**config.mk**
```make
export PLATFORM = sky130hd
export DESIGN_NAME = chaos_byte_gen_flat
export DESIGN_NICKNAME = d
export VERILOG_FILES = /design/src/rtl/chaos_byte_gen_if.sv /design/src/rtl/chaos_byte_gen.sv /design/src/flat_wrapper.sv
export SDC_FILE = /design/constraint.sdc
export NUM_CORES = 1
export LEC_CHECK = 0
export BUFFER_PORTS_ARGS = -buffer_cell sky130_fd_sc_hd__buf_2
export CORE_MARGIN = 10
export CORE_UTILIZATION = 66
export DETAILED_ROUTE_END_ITERATION = 6
export MAX_ROUTING_LAYER = met4
export PLACE_DENSITY = 0.91
export SYNTH_ARGS = -nofsm -noshare
export SYNTH_HDL_FRONTEND = slang
export SYNTH_SLANG_ARGS = --single-unit
```
**constraint.sdc**
```tcl
create_clock -name clk -period 10.7 [get_ports clk]
set_clock_uncertainty 0.1 [all_clocks]
set_input_delay 0.535 -clock clk [delete_from_list [all_inputs] [get_ports clk]]
set_output_delay 0.535 -clock clk [all_outputs]
set_load 0.005 [all_outputs]
```
**src/rtl/chaos_byte_gen_if.sv**
```systemverilog
// Request/stream bundle between a chaos_byte_gen and whoever starts it and consumes its bytes.
// master drives the request and ready; slave is the generator side.
interface chaos_byte_gen_if;
  logic        start;
  logic [15:0] seed_in;
  logic [15:0] r_in;
  logic [15:0] len_in;
  logic [7:0]  byte_out;
  logic        byte_valid;
  logic        byte_ready;
  logic        busy;
  logic        done;

  modport master (
    output start, seed_in, r_in, len_in, byte_ready,
    input  byte_out, byte_valid, busy, done
  );

  modport slave (
    input  start, seed_in, r_in, len_in, byte_ready,
    output byte_out, byte_valid, busy, done
  );
endinterface

```
**src/rtl/chaos_byte_gen.sv**
```systemverilog
// Logistic-map byte generator: x <- r*x*(1-x) in fixed point, two cycles per iterate, burn-in then len bytes.
// First byte 2*(BURN+1)+1 cycles after start; byte held and iterator stalled while byte_ready is low.
module chaos_byte_gen #(
  parameter int unsigned BURN = 32
) (
  input  logic            clk,
  input  logic            rst,
  chaos_byte_gen_if.slave bus
);

  typedef enum logic [1:0] {IDLE, MUL1, MUL2, OUT} state_t;

  localparam logic [7:0] BURN_INIT = 8'(BURN);

  state_t      state_q;
  logic [15:0] x_q;
  logic [15:0] r_q;
  logic [15:0] t_q;
  logic [15:0] rem_q;
  logic [7:0]  burn_q;
  logic [7:0]  byte_q;
  logic        valid_q;
  logic        busy_q;
  logic        done_q;

  logic [32:0] prod1;
  logic [31:0] prod2;
  logic [15:0] t_d;
  logic [15:0] x_d;

  // x*(1-x) peaks at 0.25, so the Q0.16 result never exceeds 16'h4000
  always_comb begin
    prod1 = {17'd0, x_q} * (33'h1_0000 - {17'd0, x_q});
    t_d   = prod1[31:16];
    prod2 = {16'd0, r_q} * {16'd0, t_q};
    x_d   = (prod2[29:14] == 16'h0000) ? 16'h0001 : prod2[29:14];
  end

  logic unused_bits;
  assign unused_bits = ^{prod1[32], prod1[15:0], prod2[31:30], prod2[13:0]};

  always_ff @(posedge clk or posedge rst) begin
    if (rst) begin
      state_q <= IDLE;
      x_q     <= 16'h0000;
      r_q     <= 16'h0000;
      t_q     <= 16'h0000;
      rem_q   <= 16'h0000;
      burn_q  <= 8'h00;
      byte_q  <= 8'h00;
      valid_q <= 1'b0;
      busy_q  <= 1'b0;
      done_q  <= 1'b0;
    end else begin
      done_q <= 1'b0;
      case (state_q)
        IDLE: begin
          if (bus.start) begin
            if (bus.len_in == 16'd0) begin
              done_q <= 1'b1;
            end else begin
              x_q     <= (bus.seed_in == 16'h0000) ? 16'h0001 : bus.seed_in;
              r_q     <= bus.r_in;
              rem_q   <= bus.len_in;
              burn_q  <= BURN_INIT;
              busy_q  <= 1'b1;
              state_q <= MUL1;
            end
          end
        end
        MUL1: begin
          t_q     <= t_d;
          state_q <= MUL2;
        end
        MUL2: begin
          x_q <= x_d;
          if (burn_q != 8'd0) begin
            burn_q  <= burn_q - 8'd1;
            state_q <= MUL1;
          end else begin
            byte_q  <= x_d[15:8] ^ x_d[7:0];
            valid_q <= 1'b1;
            state_q <= OUT;
          end
        end
        OUT: begin
          if (valid_q && bus.byte_ready) begin
            valid_q <= 1'b0;
            rem_q   <= rem_q - 16'd1;
            if (rem_q == 16'd1) begin
              busy_q  <= 1'b0;
              done_q  <= 1'b1;
              state_q <= IDLE;
            end else begin
              state_q <= MUL1;
            end
          end
        end
        default: state_q <= IDLE;
      endcase
    end
  end

  assign bus.byte_out   = byte_q;
  assign bus.byte_valid = valid_q;
  assign bus.busy       = busy_q;
  assign bus.done       = done_q;

endmodule

```
**src/flat_wrapper.sv**
```systemverilog
// flat-port wrapper written by rule: the top's interface ports become plain ports
module chaos_byte_gen_flat 
#(
  parameter int unsigned BURN = 32
)
  (clk, rst, bus_start, bus_seed_in, bus_r_in, bus_len_in, bus_byte_ready, bus_byte_out, bus_byte_valid, bus_busy, bus_done);
  chaos_byte_gen_if bus_i ();
  input  logic clk;
  input  logic rst;
  input wire logic [$bits(bus_i.start)-1:0] bus_start;
  input wire logic [$bits(bus_i.seed_in)-1:0] bus_seed_in;
  input wire logic [$bits(bus_i.r_in)-1:0] bus_r_in;
  input wire logic [$bits(bus_i.len_in)-1:0] bus_len_in;
  input wire logic [$bits(bus_i.byte_ready)-1:0] bus_byte_ready;
  output wire logic [$bits(bus_i.byte_out)-1:0] bus_byte_out;
  output wire logic [$bits(bus_i.byte_valid)-1:0] bus_byte_valid;
  output wire logic [$bits(bus_i.busy)-1:0] bus_busy;
  output wire logic [$bits(bus_i.done)-1:0] bus_done;
  assign bus_i.start = bus_start;
  assign bus_i.seed_in = bus_seed_in;
  assign bus_i.r_in = bus_r_in;
  assign bus_i.len_in = bus_len_in;
  assign bus_i.byte_ready = bus_byte_ready;
  assign bus_byte_out = bus_i.byte_out;
  assign bus_byte_valid = bus_i.byte_valid;
  assign bus_busy = bus_i.busy;
  assign bus_done = bus_i.done;
  chaos_byte_gen #(.BURN(BURN)) u_core (.clk(clk), .rst(rst), .bus(bus_i));
endmodule
```
# == Word-level counts from Yosys, hierarchy flattened ==
# Index checks and enable logic that the tools add are counted.
# word_totals
ff_bits,85
input_bits,52
output_inout_bits,11
# classes
n_addsub,3
n_mul,2
n_eq_ne,10
mux,32
n_bitwise,3
n_reduce_logical,17
# ops
cell,n
2-to-1 mux 16 bit,7
case mux 16 bit (2 select lines),2
zero test 16 bit,3
multiplier 16 x 33 -> 32 bit,1
multiplier 16 x 16 -> 30 bit,1
2-to-1 mux 8 bit,3
"subtractor 17 x 16 -> 18 bit, first input constant",1
"== test 16 x 1 -> 1 bit, second input constant",1
case mux 8 bit (2 select lines),1
"subtractor 16 x 1 -> 16 bit, second input constant",1
AND reduction 3 bit,4
2-to-1 mux 1 bit,11
2-to-1 mux 2 bit,4
case mux 2 bit (4 select lines),1
AND reduction 4 bit,2
nonzero test 8 bit,1
"subtractor 8 x 1 -> 8 bit, second input constant",1
XOR 8 bit,1
"!= test 2 x 1 -> 1 bit, second input constant",3
"!= test 2 bit, second input constant",3
case mux 1 bit (2 select lines),3
nonzero test 2 bit,3
AND reduction 5 bit,1
"== test 2 bit, second input constant",2
5 further kinds,6

# == Logic depth before layout (Yosys ltp) ==
# depth
ltp_word,5
depth_mapped,33
ltp_nobuf,31

# == Least setup slack after synthesis ==
# No wires, ideal clock.
# synth_path
kind,reg2reg
startpoint,register u_core.x_q[0]
endpoint,register u_core.t_q[13]
arrival_time_ns,8.089
path_slack_ns,2.386
stages_incl_launch_ff,32
n_path_buf,3
synth_period_minus_slack_ns,8.314
cell_sequence,dfrtp_1 clkbuf_1 inv_1 clkbuf_1 ha_1 nor3b_1 nor3b_1 nand2_1 nor4_1 nor4b_1 ha_1 clkbuf_1 nand2b_1 fa_1 fa_1 inv_1 fa_1 inv_1 fa_1 inv_1 fa_1 fa_1 ha_1 o21ai_0 nor2_1 nor4_1 a21oi_1 a221oi_1 o211ai_1 a211oi_1 a21oi_1 mux2_2
# synth_between
elab_chain_len,2
# synth_lines
item,line_no,source
"start, declared",chaos_byte_gen.sv:16,logic [15:0] x_q;
"start signal, assigned",chaos_byte_gen.sv:62,x_q <= (bus.seed_in == 16'h0000) ? 16'h0001 : bus.seed_in;
subtractor 17 x 16 -> 18 bit,chaos_byte_gen.sv:33,"prod1 = {17'd0, x_q} * (33'h1_0000 - {17'd0, x_q});"
multiplier 16 x 33 -> 32 bit *,chaos_byte_gen.sv:33,
"end signal, assigned",chaos_byte_gen.sv:72,t_q <= t_d;
"end, declared",chaos_byte_gen.sv:18,logic [15:0] t_q;
# Every way passes the cells marked *; elsewhere a longest branch is shown, timed or not.
# A chain may end at the register's enable or synchronous reset.

# == Final worst setup path ==
# Same ends and word-level chain as after synthesis.

==> run metrics <==
status=complete, no violations; worst supply voltage drop on vdd=0.0000773 V; Overall Power=0.711 mW; Synth cell types=66; critical path peak fanout=23; Resized Gates After CTS=0; Wirelength per Cell=19.9 um; number of flops mapped to enable cells by yosys=0; highest-count cells in the layout ignoring fill and taps=sky130_fd_sc_hd__inv_1 (467), sky130_fd_sc_hd__fa_1 (398), sky130_fd_sc_hd__ha_1 (213); number of standard cells in the final layout excluding fillers=2673; number of buffers created by CTS=9; Max Buffers Root-to-Sink=2; number of nets in the layout=2929; Hold-fix buffers, CTS=0; shortest clock period the worst path allows after layout=9390 ps; mean cell area of the mapped netlist=9.19 um2; period utilization=0.878; number of vias per cell after detailed routing=6.02; Total Routed Length=53.2 mm; Max stage delay on crit path=680 ps; core box area=31400 um2; share of synthesized registers carrying an async set or reset=1.00; wire length of the first global-routing pass=88.9 mm; number of antenna violations at the first check in global routing=0; endpoint kind of the worst setup timing path=flip-flop; max-slew violation count=0; Antenna Nets Post-Route=0; via count of the first global-routing pass=18200; top routing layer used=met4; total standard cell area after synthesis=20900 um2; DP Wirelength=41.0 mm; number of port buffers=62; slowest library cell on the worst path=sky130_fd_sc_hd__dfrtp_1; CTS Root Buffer Type=sky130_fd_sc_hd__clkbuf_16; most area-consuming cells after synthesis=sky130_fd_sc_hd__fa_1 (38%), sky130_fd_sc_hd__ha_1 (13%), sky130_fd_sc_hd__dfrtp_1 (10%), sky130_fd_sc_hd__inv_1 (8.4%), sky130_fd_sc_hd__and2_1 (4.3%); Antenna Cells=0; most common library cell in the layout ignoring fill and taps=sky130_fd_sc_hd__inv_1; CTS H-Tree Depth=3; most repeated library cell on the critical path=sky130_fd_sc_hd__fa_1; starting density of the core=0.666; full die area=39200 um2; number of violations reported at the end of detailed-routing iteration 0=1400; cell leakage power=11.3 nW; power density over the cells=32.7 nW/um2; insertion delay to the later sink of the worst-skew pair=370 ps; placer congestion estimate=0.978; vias=16100; post-synth top area share=0.381; total length of routed met2 wires=26.4 mm; critical register-to-register path endpoint=u_core.t_q[13]; layout filler cell count=2171; critical path class=reg -> reg; cell taking the most area after synthesis=sky130_fd_sc_hd__fa_1; most frequently used flop master after synthesis=sky130_fd_sc_hd__dfrtp_1; required time of the worst setup path=10860 ps; first drt pass iteration count=6; fraction of the yosys area taken by sequential cells=0.102; overall die width=198 um; relative max-transition margin=0.270; number of remaining DRC errors=0; count of max-cap constraint violations=0; clock-pin slew on the worst setup and hold paths=80 ps; area growth from synthesis to layout=3.96%; total setup violations reported at the end of the flow=0; Post-CTS Repair Setup Buffers=0; Finished Core Util=0.692; Hold Path Class=in -> async; height of the chip=198 um; largest net degree at the start of global routing=70; data arrival at the endpoint of the critical path=9550 ps; TritonCTS clock tree=done; fraction of final layout cells with drive strength greater than 1=0.0559; met1 layer wirelength in the final routing=18.4 mm; worst r2r path cells=28; final hold vios=0; overflow left after global routing=0; Post-Synthesis Cells=2274; total negative setup slack=0 ps; routed wl met3=4.74 mm; flops & latches, synth=85; Fmax achieved=0.106 GHz; unrepaired setup endpoints after global routing=false; CTS sink count=85; Ys Warns=0; num ports=63; worst-margin pin slew=1090 ps; kind of launch point of the worst setup path=flip-flop; Total Routing Usage GR=0.294; Reg2Reg Launch Point=u_core.x_q[0]; worst hold slack=4.76 ps; slack of the worst reg-to-reg path=1310 ps; number of placed cells counting well taps=2657; cell row count=65
==> worst max-delay path: cells and delay by family, from the launching register on <==
kind | cells | cell delay (ps)
AOI/OAI and AO/OA | 6 | 1740
adders and majority gates | 9 | 4010
buffers and inverters | 4 | 600
DFF | 1 | 680
muxes | 1 | 270
and+or+nand+nor | 8 | 1860
==> final cells by class <==
type | count | area, um2 | share of cell area
multi-input combinational | 1632 | 16700 | 0.767
sequential | 85 | 2130 | 0.0979
inverter | 468 | 1760 | 0.0809
tap | 402 | 503 | 0.0232
timing repair buffer | 70 | 370 | 0.0170
clock buffer | 10 | 239 | 0.0110
clock inverter | 6 | 53.8 | 0.00248
==> kinds of logic after synthesis <==
kind of cell / synth area share
mux: 0.0222
buf+inv: 0.102
xor+xnor: 0.0212
compound gates: 0.0639
other cells: 0.000359
flops: 0.102
fa+ha+maj: 0.509
simple gates: 0.179
==> flip-flops by register name, indices dropped and copies added (netlist names) <==
| name | count |
|---|---|
| u_core.bus.done | 1 |
| u_core.r_q | 16 |
| u_core.bus.byte_valid | 1 |
| u_core.rem_q | 16 |
| u_core.bus.byte_out | 8 |
| u_core.bus.busy | 1 |
| u_core.state_q | 2 |
| u_core.x_q | 16 |
| u_core.t_q | 16 |
| u_core.burn_q | 8 |
==> through the flow <==
stage	worst slack [ps]	instance area, um2
2_1_floorplan	2390	20900
3_3_place_gp	1810	21400
3_5_place_dp	1450	21400
4_1_cts	1410	21700
5_1_grt	567	21700
6_report	1310	21700
==> cell usage after synthesis (12+ instances only) <==
library cell,number
sky130_fd_sc_hd__xnor2_1,39
sky130_fd_sc_hd__nand2_1,200
sky130_fd_sc_hd__and2_1,142
sky130_fd_sc_hd__clkbuf_1,90
sky130_fd_sc_hd__nand4_1,12
sky130_fd_sc_hd__nor3_1,22
sky130_fd_sc_hd__nor4_1,12
sky130_fd_sc_hd__mux2_2,27
sky130_fd_sc_hd__a21o_1,13
sky130_fd_sc_hd__mux2i_1,16
sky130_fd_sc_hd__o21ai_0,67
sky130_fd_sc_hd__ha_1,213
sky130_fd_sc_hd__nor2_1,53
sky130_fd_sc_hd__fa_1,398
sky130_fd_sc_hd__dfrtp_1,85
sky130_fd_sc_hd__a21oi_1,67
sky130_fd_sc_hd__inv_1,468
sky130_fd_sc_hd__nor2b_1,77
sky130_fd_sc_hd__nand2b_1,130
sky130_fd_sc_hd__nand3_1,20
==> worst max path at each step <==
stage,startpoint,to,cells past startpoint
after floorplan,u_core.x_q[0],u_core.t_q[13],31
after global placement,u_core.x_q[0],u_core.t_q[13],28
after detailed placement,u_core.x_q[0],u_core.t_q[13],28
after CTS,u_core.x_q[0],u_core.t_q[13],28
after global routing,u_core.x_q[0],u_core.t_q[13],28
final,u_core.x_q[0],u_core.t_q[13],28
==> layer usage <==
| layer | GRT usage | vias to the layer above |
|---|---|---|
| met5 | - | - |
| met4 | 0.197 | 0 |
| met3 | 0.0523 | 286 |
| met2 | 0.484 | 931 |
| met1 | 0.325 | 7960 |
| li1 | - | 6924 |
==> power by group <==
group          internal [mW]  switching, mW
clock                  0.168          0.154
combinational         0.0203         0.0280
sequential             0.323         0.0170
(Power assumes the default switching activity.)
